--- src/rtl/traffic_monitor_if.sv ---
// Lamp inputs and monitor results for one intersection.
// The master side drives the lamps; the slave side is the monitor.
interface traffic_monitor_if;
    logic       Ga, Ya, Ra;
    logic       Gb, Yb, Rb;
    logic       Gw, Rw;
    logic [2:0] phase;
    logic       fault;
    logic [1:0] err_code;
    logic [7:0] cycles;

    modport master (
        output Ga, Ya, Ra, Gb, Yb, Rb, Gw, Rw,
        input  phase, fault, err_code, cycles
    );

    modport slave (
        input  Ga, Ya, Ra, Gb, Yb, Rb, Gw, Rw,
        output phase, fault, err_code, cycles
    );
endinterface

--- src/rtl/traffic_monitor.sv ---
// Traffic light monitor: decodes the lamp pattern every sample, checks it for conflicts,
// illegal phase sequencing and over-long dwell, and counts completed signal cycles.
module traffic_monitor #(
    parameter int AG_MAX = 3,
    parameter int AY_MAX = 2,
    parameter int BG_MAX = 3,
    parameter int BY_MAX = 1,
    parameter int WG_MAX = 2
) (
    input  logic              clk_1hz,
    input  logic              rst,
    traffic_monitor_if.slave  mon
);

    typedef enum logic [2:0] {
        PH_UNKNOWN = 3'd0,
        PH_AG      = 3'd1,
        PH_AY      = 3'd2,
        PH_BG      = 3'd3,
        PH_BY      = 3'd4,
        PH_WG      = 3'd5,
        PH_ALLRED  = 3'd6,
        PH_INVALID = 3'd7
    } phase_t;

    phase_t     r_phase;
    logic [2:0] r_dwell;
    logic       r_fault;
    logic [1:0] r_errCode;
    logic [7:0] r_cycles;

    phase_t     w_cur;
    logic       w_anyGY;
    logic       w_multiA;
    logic       w_multiB;
    logic       w_conflict;
    logic       w_same;
    logic       w_checked;
    logic       w_legalNext;
    logic       w_illegal;
    logic       w_hasLimit;
    logic [2:0] w_limit;
    logic       w_overrun;
    logic [1:0] w_err;

    assign w_anyGY  = mon.Ga | mon.Ya | mon.Gb | mon.Yb;
    assign w_multiA = (mon.Ga & mon.Ya) | (mon.Ga & mon.Ra) | (mon.Ya & mon.Ra);
    assign w_multiB = (mon.Gb & mon.Yb) | (mon.Gb & mon.Rb) | (mon.Yb & mon.Rb);

    always_comb begin
        w_cur = PH_INVALID;
        if (mon.Ga & !mon.Ya & !mon.Ra & mon.Rb & !mon.Gb & !mon.Yb & !mon.Gw)
            w_cur = PH_AG;
        else if (mon.Ya & !mon.Ga & !mon.Ra & mon.Rb & !mon.Gb & !mon.Yb & !mon.Gw)
            w_cur = PH_AY;
        else if (mon.Gb & !mon.Yb & !mon.Rb & mon.Ra & !mon.Ga & !mon.Ya & !mon.Gw)
            w_cur = PH_BG;
        else if (mon.Yb & !mon.Gb & !mon.Rb & mon.Ra & !mon.Ga & !mon.Ya & !mon.Gw)
            w_cur = PH_BY;
        else if (mon.Gw & !mon.Rw & mon.Ra & mon.Rb & !w_anyGY)
            w_cur = PH_WG;
        else if (!w_anyGY & !mon.Gw & (mon.Ra == mon.Rb))
            w_cur = PH_ALLRED;
    end

    assign w_conflict = ((mon.Ga | mon.Ya) & (mon.Gb | mon.Yb)) | (mon.Gw & w_anyGY) |
                        (mon.Gw & mon.Rw) | w_multiA | w_multiB | (w_cur == PH_INVALID);

    // UNKNOWN and INVALID history both mean "no trusted previous phase", so skip the sequence check.
    assign w_same    = (w_cur == r_phase);
    assign w_checked = (r_phase != PH_UNKNOWN) && (r_phase != PH_INVALID);

    always_comb begin
        w_legalNext = 1'b0;
        case (r_phase)
            PH_AG:     w_legalNext = (w_cur == PH_AY);
            PH_AY:     w_legalNext = (w_cur == PH_BG);
            PH_BG:     w_legalNext = (w_cur == PH_BY);
            PH_BY:     w_legalNext = (w_cur == PH_WG);
            PH_WG:     w_legalNext = (w_cur == PH_ALLRED);
            PH_ALLRED: w_legalNext = (w_cur == PH_AG);
            default:   w_legalNext = 1'b0;
        endcase
    end

    assign w_illegal = w_checked && !w_same && (w_cur != PH_ALLRED) && !w_legalNext;

    always_comb begin
        w_hasLimit = 1'b1;
        w_limit    = 3'd7;
        case (w_cur)
            PH_AG:   w_limit = 3'(AG_MAX);
            PH_AY:   w_limit = 3'(AY_MAX);
            PH_BG:   w_limit = 3'(BG_MAX);
            PH_BY:   w_limit = 3'(BY_MAX);
            PH_WG:   w_limit = 3'(WG_MAX);
            default: w_hasLimit = 1'b0;
        endcase
    end

    assign w_overrun = w_same && w_hasLimit && (r_dwell == w_limit);

    assign w_err = w_conflict ? 2'd1 :
                   w_illegal  ? 2'd2 :
                   w_overrun  ? 2'd3 : 2'd0;

    // The first error wins and holds until reset; later errors are deliberately ignored.
    always_ff @(posedge clk_1hz) begin
        if (rst) begin
            r_phase   <= PH_UNKNOWN;
            r_dwell   <= 3'd0;
            r_fault   <= 1'b0;
            r_errCode <= 2'd0;
            r_cycles  <= 8'd0;
        end else begin
            r_phase <= w_cur;
            if (!w_same)
                r_dwell <= 3'd1;
            else if (r_dwell != 3'd7)
                r_dwell <= r_dwell + 3'd1;
            if ((r_phase == PH_ALLRED) && (w_cur == PH_AG) && (r_cycles != 8'hFF))
                r_cycles <= r_cycles + 8'd1;
            if (!r_fault && (w_err != 2'd0)) begin
                r_fault   <= 1'b1;
                r_errCode <= w_err;
            end
        end
    end

    assign mon.phase    = r_phase;
    assign mon.fault    = r_fault;
    assign mon.err_code = r_errCode;
    assign mon.cycles   = r_cycles;

endmodule

--- src/flat_wrapper.sv ---
// flat-port wrapper written by rule: the top's interface ports become plain ports
module traffic_monitor_flat 
#(
    parameter int AG_MAX = 3,
    parameter int AY_MAX = 2,
    parameter int BG_MAX = 3,
    parameter int BY_MAX = 1,
    parameter int WG_MAX = 2
)
  (clk_1hz, rst, mon_Ga, mon_Ya, mon_Ra, mon_Gb, mon_Yb, mon_Rb, mon_Gw, mon_Rw, mon_phase, mon_fault, mon_err_code, mon_cycles);
  traffic_monitor_if mon_i ();
  input  logic clk_1hz;
  input  logic rst;
  input wire logic [$bits(mon_i.Ga)-1:0] mon_Ga;
  input wire logic [$bits(mon_i.Ya)-1:0] mon_Ya;
  input wire logic [$bits(mon_i.Ra)-1:0] mon_Ra;
  input wire logic [$bits(mon_i.Gb)-1:0] mon_Gb;
  input wire logic [$bits(mon_i.Yb)-1:0] mon_Yb;
  input wire logic [$bits(mon_i.Rb)-1:0] mon_Rb;
  input wire logic [$bits(mon_i.Gw)-1:0] mon_Gw;
  input wire logic [$bits(mon_i.Rw)-1:0] mon_Rw;
  output wire logic [$bits(mon_i.phase)-1:0] mon_phase;
  output wire logic [$bits(mon_i.fault)-1:0] mon_fault;
  output wire logic [$bits(mon_i.err_code)-1:0] mon_err_code;
  output wire logic [$bits(mon_i.cycles)-1:0] mon_cycles;
  assign mon_i.Ga = mon_Ga;
  assign mon_i.Ya = mon_Ya;
  assign mon_i.Ra = mon_Ra;
  assign mon_i.Gb = mon_Gb;
  assign mon_i.Yb = mon_Yb;
  assign mon_i.Rb = mon_Rb;
  assign mon_i.Gw = mon_Gw;
  assign mon_i.Rw = mon_Rw;
  assign mon_phase = mon_i.phase;
  assign mon_fault = mon_i.fault;
  assign mon_err_code = mon_i.err_code;
  assign mon_cycles = mon_i.cycles;
  traffic_monitor #(.AG_MAX(AG_MAX), .AY_MAX(AY_MAX), .BG_MAX(BG_MAX), .BY_MAX(BY_MAX), .WG_MAX(WG_MAX)) u_core (.clk_1hz(clk_1hz), .rst(rst), .mon(mon_i));
endmodule
--- config.mk ---
export PLATFORM = sky130hd
export DESIGN_NAME = traffic_monitor_flat
export DESIGN_NICKNAME = d
export VERILOG_FILES = /design/src/rtl/traffic_monitor_if.sv /design/src/rtl/traffic_monitor.sv /design/src/flat_wrapper.sv
export SDC_FILE = /design/constraint.sdc
export NUM_CORES = 1
export LEC_CHECK = 0
export CELL_PAD_IN_SITES_DETAIL_PLACEMENT = 1
export CELL_PAD_IN_SITES_GLOBAL_PLACEMENT = 1
export CORE_ASPECT_RATIO = 1.1
export CORE_UTILIZATION = 39
export DETAILED_ROUTE_END_ITERATION = 8
export GPL_ROUTABILITY_DRIVEN = 0
export PLACE_DENSITY_LB_ADDON = 0.15
export SETUP_SLACK_MARGIN = 0.4
export SKIP_LAST_GASP = 1
export SYNTH_ARGS = -nofsm -noshare
export SYNTH_HDL_FRONTEND = slang
export SYNTH_SLANG_ARGS = --single-unit
--- constraint.sdc ---
create_clock -name clk_1hz -period 2.9 [get_ports clk_1hz]
set_input_delay 0.29 -clock clk_1hz [delete_from_list [all_inputs] [get_ports clk_1hz]]
set_output_delay 0.29 -clock clk_1hz [all_outputs]
set_load 0.03 [all_outputs]
==> impl_metrics.toml, run 1 <==
[routing]
detail_route.vias_per_cell = 5.55
detail-route-antenna-nets = 0
drt_first_iter_violations = 9
routed_wl_um = 2690
vias = 1005
dr.pass1.iters = 2
remaining_drc_errors = 0
avgRoutedWirePerCell_um = 14.9

[grt]
grt_overflow_total = 0
grt_max_degree = 19
vias_in_the_first_global_route = 960
gr-usage-all-layers_pct = 20.2
grt_first_pass_wirelength_um = 4400
antenna_found_initial = 0

[die]
die-area_um2 = 2930
initial_utilization_pct = 41.7
design.portCount = 24
die_width_um = 51.7
die_h_um = 56.7
fp-row-count = 19
core_area_um2 = 2540

[synth]
synth_cell_type_count = 35
yosys_register_bits = 17
synthesis.nets = 134
synth_warn = 0
synth.yosys.seq_area_share_pct = 32.1
syn_area_um2 = 1060
gate_count_after_technology_mapping = 121
post_synth.cell_area_avg_um2 = 8.76

[place]
placement.setup.worst_slack_ps = 97.8
port-buffer-count = 23
place.detailed.hpwl_um = 2040
placed_cells = 173

[final_layout]
multi_input_area_um2 = 711
final_cell_count_no_fill = 181
commonest_cells_after_routing_fill_and_taps_aside = "sky130_fd_sc_hd__clkdlybuf4s50_1, sky130_fd_sc_hd__dfxtp_1, sky130_fd_sc_hd__nor2_1"
seqCellArea_um2 = 340
fraction_of_final_layout_cells_with_drive_strength_greater_than_1_pct = 13.3
fillerInstances = 312
layout_commonest_cell = "sky130_fd_sc_hd__clkdlybuf4s50_1"
area.growth.synth_to_final_pct = 32.3
finalNetCount = 164
antenna-diode-count = 0

[setup_path]
crit_type = "in2reg"
timing.critical_path.from_type = "input port"
cp_data_arrival_time_ps = 2630
critical_path.max_fanout = 5
critical_path_required_ps = 3110
worstSetupEndpointType = "flop"

[sta]
setup_tns_after_final_layout_ps = 0
achievable_clock_frequency_mhz = 412
setup_repair_after_global_routing_missed_its_margin = "no"
final.min_clock_period_ps = 2430
layout_setup_ws_ps = 474
worstMarginPinSlew_ps = 719
fin_crit_sh_pct = 83.7
max_slew_headroom_pct = 51.9
clock_skew_ps = 4.88
timing_max_transition_violations_final = 0
timing.final.hold_violations = 0
final_setup_viols = 0

[pwr]
p_sw_share_pct = 27.7
power.share.sequential_pct = 54.1
comb_power_share_pct = 18.3
worst_ir_drop_on_vdd_v = 0.000224
total_switching_power_mw = 0.127
p_int_mw = 0.332
power-per-cell-area_nw_per_um2 = 327
power_leakage_nw = 0.507
share_of_power_burned_in_the_clock_network_pct = 27.6

[clock_network]
cts-hold-fix-buffers = 0
root_buffer = "sky130_fd_sc_hd__clkbuf_4"
worst_setup_hold_path_clk_slew_ps = 100
cts_buffers = 3
clock_sinks = 17
htree_num_levels = 1
clock_latency_ps = 290
cts_buffer_depth = 2
cts_tree = "done"

[status]
status = "finished, final reports clean"

[run]
cap_viol_max_count = 0

[min_path]
hold_class = "reg2reg"
## sequential cells by signal, summed over array words and instances (netlist names)
name                 flops
u_core.mon.fault         1
u_core.r_dwell           3
u_core.mon.phase         3
u_core.mon.err_code      2
u_core.mon.cycles        8
## per-stage QoR
stage / power, mW / hold WS (ps) / cell area, um^2 / utilization (%)
floorplan: 0.299 / 527 / 1060 / -
global placement: 0.331 / 442 / 1330 / 52.1
detailed placement: 0.335 / 452 / 1330 / 52.1
CTS: 0.463 / 476 / 1350 / 53.2
global route: 0.484 / 496 / 1400 / 55.1
finish: 0.459 / 470 / 1400 / 55.1
## worst max-delay path: stages
cell                              delay, ps
sky130_fd_sc_hd__clkdlybuf4s50_1        470
sky130_fd_sc_hd__or4_4                  600
sky130_fd_sc_hd__or2_0                  220
sky130_fd_sc_hd__o211a_2                170
sky130_fd_sc_hd__and3_4                 180
sky130_fd_sc_hd__a2111oi_4              350
sky130_fd_sc_hd__mux2i_2                150
sky130_fd_sc_hd__o41ai_2                200
## layer usage
layer,wire (um),track usage [%],vias up
met5,0,0,-
met4,51,10.4,0
met3,52,2.71,5
met2,1400,34.7,10
met1,1180,23.8,495
li1,-,-,495
## worst paths after layout
check                                 to              startpoint  depth (start not counted)  slack [ps]
setup / recovery  u_core.mon.err_code[1]                  mon_Gb                          8         470
hold / removal    u_core.mon.err_code[1]  u_core.mon.err_code[1]                          2         470
setup reg to reg    u_core.mon.cycles[2]    u_core.mon.cycles[2]                          9        1010
hold reg to reg   u_core.mon.err_code[1]  u_core.mon.err_code[1]                          2         470
## layout make-up
type                            instances  share of cell area [%]
Multi-Input combinational cell         97                    50.7
Clock buffer                            3                    1.61
Sequential cell                        17                    24.3
Clock inverter                          1                   0.357
Inverter                                4                    1.07
Timing Repair Buffer                   28                    19.3
Tap cell                               31                    2.77
## cells by family after synthesis
group	count (synthesis)	share of synthesized area [%]
adder cells (fa/ha/maj)	3	3.54
buffers and inverters	7	2.48
flip-flops	17	32.1
multiplexers	4	3.78
AND/OR/NAND/NOR	60	34.5
XOR/XNOR	13	10.7
AO/OA/AOI/OAI	17	12.9
## power by group through the flow
stage / Combinational (mW) / Sequential, mW / Clock [mW]
3_5_place_dp: 0.0807 / 0.254 / 0
5_1_grt: 0.0905 / 0.250 / 0.144
6_report: 0.0841 / 0.248 / 0.126
4_1_cts: 0.0811 / 0.249 / 0.133
2_1_floorplan: 0.0385 / 0.260 / 0
3_3_place_gp: 0.0782 / 0.253 / 0
## Yosys cell counts (all sizes together)
master,number,area (um^2)
a2111oi,1,27.5
a211oi,3,22.5
a21oi,7,35.0
and2b,1,7.51
and3,1,11.3
and3b,1,8.76
and4bb,2,25.0
buf,1,3.75
clkbuf,2,7.51
dfxtp,17,340
ha,3,37.5
inv,4,15.0
mux2i,4,40.0
nand2,10,37.5
nand3,2,10.0
nand3b,1,7.51
nand4,3,18.8
nand4b,1,8.76
nor2,15,56.3
nor2b,4,25.0
nor3,6,41.3
nor3b,3,22.5
nor4,4,31.3
nor4bb,3,30.0
o211a,1,10.0
o21ai,2,10.0
o31ai,2,15.0
o41ai,1,16.3
or2,1,6.26
or3,1,6.26
or4,1,11.3
xnor2,10,87.6
xor2,3,26.3
## repair_timing
| item | 4_1_cts | 5_1_grt |
|---|---|---|
| gates resized for setup | 0 | 5 |
| setup endpoints to repair | 0 | 7 |
| setup buffers | 0 | 4 |
No activity file was read; power rests on OpenSTA's default activity.
==> inputs of run 2 (changes only) <==
--- a/config.mk
+++ b/config.mk
@@ -8,7 +8,7 @@
 export CELL_PAD_IN_SITES_DETAIL_PLACEMENT = 1
 export CELL_PAD_IN_SITES_GLOBAL_PLACEMENT = 1
 export CORE_ASPECT_RATIO = 1.1
-export CORE_UTILIZATION = 39
+export CORE_UTILIZATION = 33
 export DETAILED_ROUTE_END_ITERATION = 8
 export GPL_ROUTABILITY_DRIVEN = 0
 export PLACE_DENSITY_LB_ADDON = 0.15
==> constraint.sdc (replaced) <==
create_clock -name clk_1hz -period 2.2 [get_ports clk_1hz]
set_input_delay 0.22 -clock clk_1hz [delete_from_list [all_inputs] [get_ports clk_1hz]]
set_output_delay 0.22 -clock clk_1hz [all_outputs]
set_load 0.03 [all_outputs]
==> impl_metrics.toml, run 2 (synthesized netlist as in run 1, its figures left out) <==
[status]
status = "finished, final reports clean"

[routing]
drt_first_iter_violations = 12
dr.pass1.iters = 3
vias = 1125
routed_wl_um = 3390
avgRoutedWirePerCell_um = 15.8
remaining_drc_errors = 0
detail-route-antenna-nets = 0
detail_route.vias_per_cell = 5.26

[sta]
fin_crit_sh_pct = 90.2
max_slew_headroom_pct = 48.0
timing.final.hold_violations = 0
final.min_clock_period_ps = 1980
timing_max_transition_violations_final = 0
clock_skew_ps = 4.63
final_setup_viols = 0
worstMarginPinSlew_ps = 778
achievable_clock_frequency_mhz = 504
setup_repair_after_global_routing_missed_its_margin = "yes"

[die]
die_h_um = 61.4
die_width_um = 56.0
fp-row-count = 21
core_area_um2 = 3050
initial_utilization_pct = 34.8
die-area_um2 = 3440
design.portCount = 24

[clock_network]
cts_tree = "done"
cts_buffer_depth = 2
htree_num_levels = 1
clock_latency_ps = 300
clock_sinks = 17
cts-hold-fix-buffers = 0
cts_buffers = 3
root_buffer = "sky130_fd_sc_hd__clkbuf_4"
worst_setup_hold_path_clk_slew_ps = 100

[setup_path]
regToRegEndpoint = "u_core.mon.cycles[3]"
cp_data_arrival_time_ps = 2140
reg2reg_slack_ps = 300
timing.critical_path.from_type = "input port"
critical_path_required_ps = 2360
critical_path.max_fanout = 3
crit_type = "in2reg"
worstSetupEndpointType = "flop"
worst_reg_to_reg_path_cell_count = 9
worst_r2r_startpoint = "u_core.mon.cycles[2]"

[pwr]
power-per-cell-area_nw_per_um2 = 365
power_leakage_nw = 0.728
total_power_consumption_of_the_routed_design_mw = 0.653
worst_ir_drop_on_vdd_v = 0.000417

[grt]
met2_usage_pct = 36.7
vias_in_the_first_global_route = 1124
gr-usage-all-layers_pct = 18.9
gr-usage-met1_pct = 22.0
grt-busiest-layer = "met2"
grt_overflow_total = 0
grt_max_degree = 19
grt_first_pass_wirelength_um = 5030
antenna_found_initial = 0
groute.layer.met3.usage_pct = 2.73

[place]
port-buffer-count = 23
place.detailed.hpwl_um = 2290
placed_cells = 202

[min_path]
hold_path_endpoint = "u_core.mon.err_code[1]"
holdCritStartpoint = "u_core.mon.err_code[1]"
hold_class = "reg2reg"
min_delay_path_depth = 2

[run]
cap_viol_max_count = 0

[final_layout]
antenna-diode-count = 0
fraction_of_final_layout_cells_with_drive_strength_greater_than_1_pct = 41.7
final_cell_count_no_fill = 214
fillerInstances = 348
finalNetCount = 194
largest_register_ff_count = 8
commonest_cells_after_routing_fill_and_taps_aside = "sky130_fd_sc_hd__buf_4, sky130_fd_sc_hd__dfxtp_1, sky130_fd_sc_hd__nor2_1, sky130_fd_sc_hd__clkdlybuf4s50_1, sky130_fd_sc_hd__xnor2_1"
layout_commonest_cell = "sky130_fd_sc_hd__buf_4"
area.growth.synth_to_final_pct = 68.7
[run 2: area by class of cell]
cell class	instances	area, um^2	share of cell area (%)
repair buffers	58	510	28.6
flip-flops and latches	17	340	19.0
clock buffers	3	22.5	1.26
multi-input cells	97	852	47.7
well taps	34	42.5	2.38
inverters	4	15.0	0.840
clock inverters	1	5.00	0.280
[run 2: power breakdown]
| group | total (mW) | switching [mW] | internal, mW | leakage [nW] |
|---|---|---|---|---|
| clock network | 0.175 | 0.107 | 0.0678 | 0.0177 |
| logic | 0.149 | 0.0720 | 0.0771 | 0.572 |
| registers | 0.330 | 0.0139 | 0.316 | 0.139 |
[run 2: routing by layer]
layer / routed length [um] / up-vias
li1: - / 557
met1: 1430 / 552
met2: 1860 / 10
met3: 51 / 6
met4: 44 / 0
met5: 0 / -
[run 2: metrics by stage]
stage / hold WS, ps / setup WS (ps) / utilization (%) / cell area [um^2] / setup TNS, ps
final: 488 / 216 / 58.7 / 1790 / 0
after global routing: 519 / 161 / 58.7 / 1790 / 0
after CTS: 487 / 204 / 53.4 / 1630 / 0
after detailed placement: 460 / -405 / 50.4 / 1540 / -4030
after global placement: 445 / -321 / 50.4 / 1540 / -3230
after floorplan: 506 / 216 / - / 1070 / 0
[run 2: critical path: stages]
cell                        delay, ps
sky130_fd_sc_hd__buf_6             90
sky130_fd_sc_hd__or4_4            540
sky130_fd_sc_hd__or2_0            250
sky130_fd_sc_hd__o211a_4          150
sky130_fd_sc_hd__and3_4           170
sky130_fd_sc_hd__a2111oi_4        350
sky130_fd_sc_hd__buf_4            170
sky130_fd_sc_hd__and3b_1          160
sky130_fd_sc_hd__nor4_2            50
[run 2: what timing repair did]
| action | CTS | global route |
|---|---|---|
| setup buffers | 3 | 5 |
| pin swaps | 10 | 11 |
| resized for setup | 40 | 26 |
| setup endpoints to repair | 14 | 15 |
[run 2: worst max-delay path by stage]
stage           start                      to  slack [ps]
2_1_floorplan  mon_Gb  u_core.mon.err_code[0]         220
3_3_place_gp   mon_Ra  u_core.mon.err_code[0]        -320
3_5_place_dp   mon_Ra  u_core.mon.err_code[0]        -410
4_1_cts        mon_Ra  u_core.mon.err_code[1]         200
5_1_grt        mon_Gw        u_core.mon.fault         160
6_report       mon_Gw  u_core.mon.err_code[0]         220
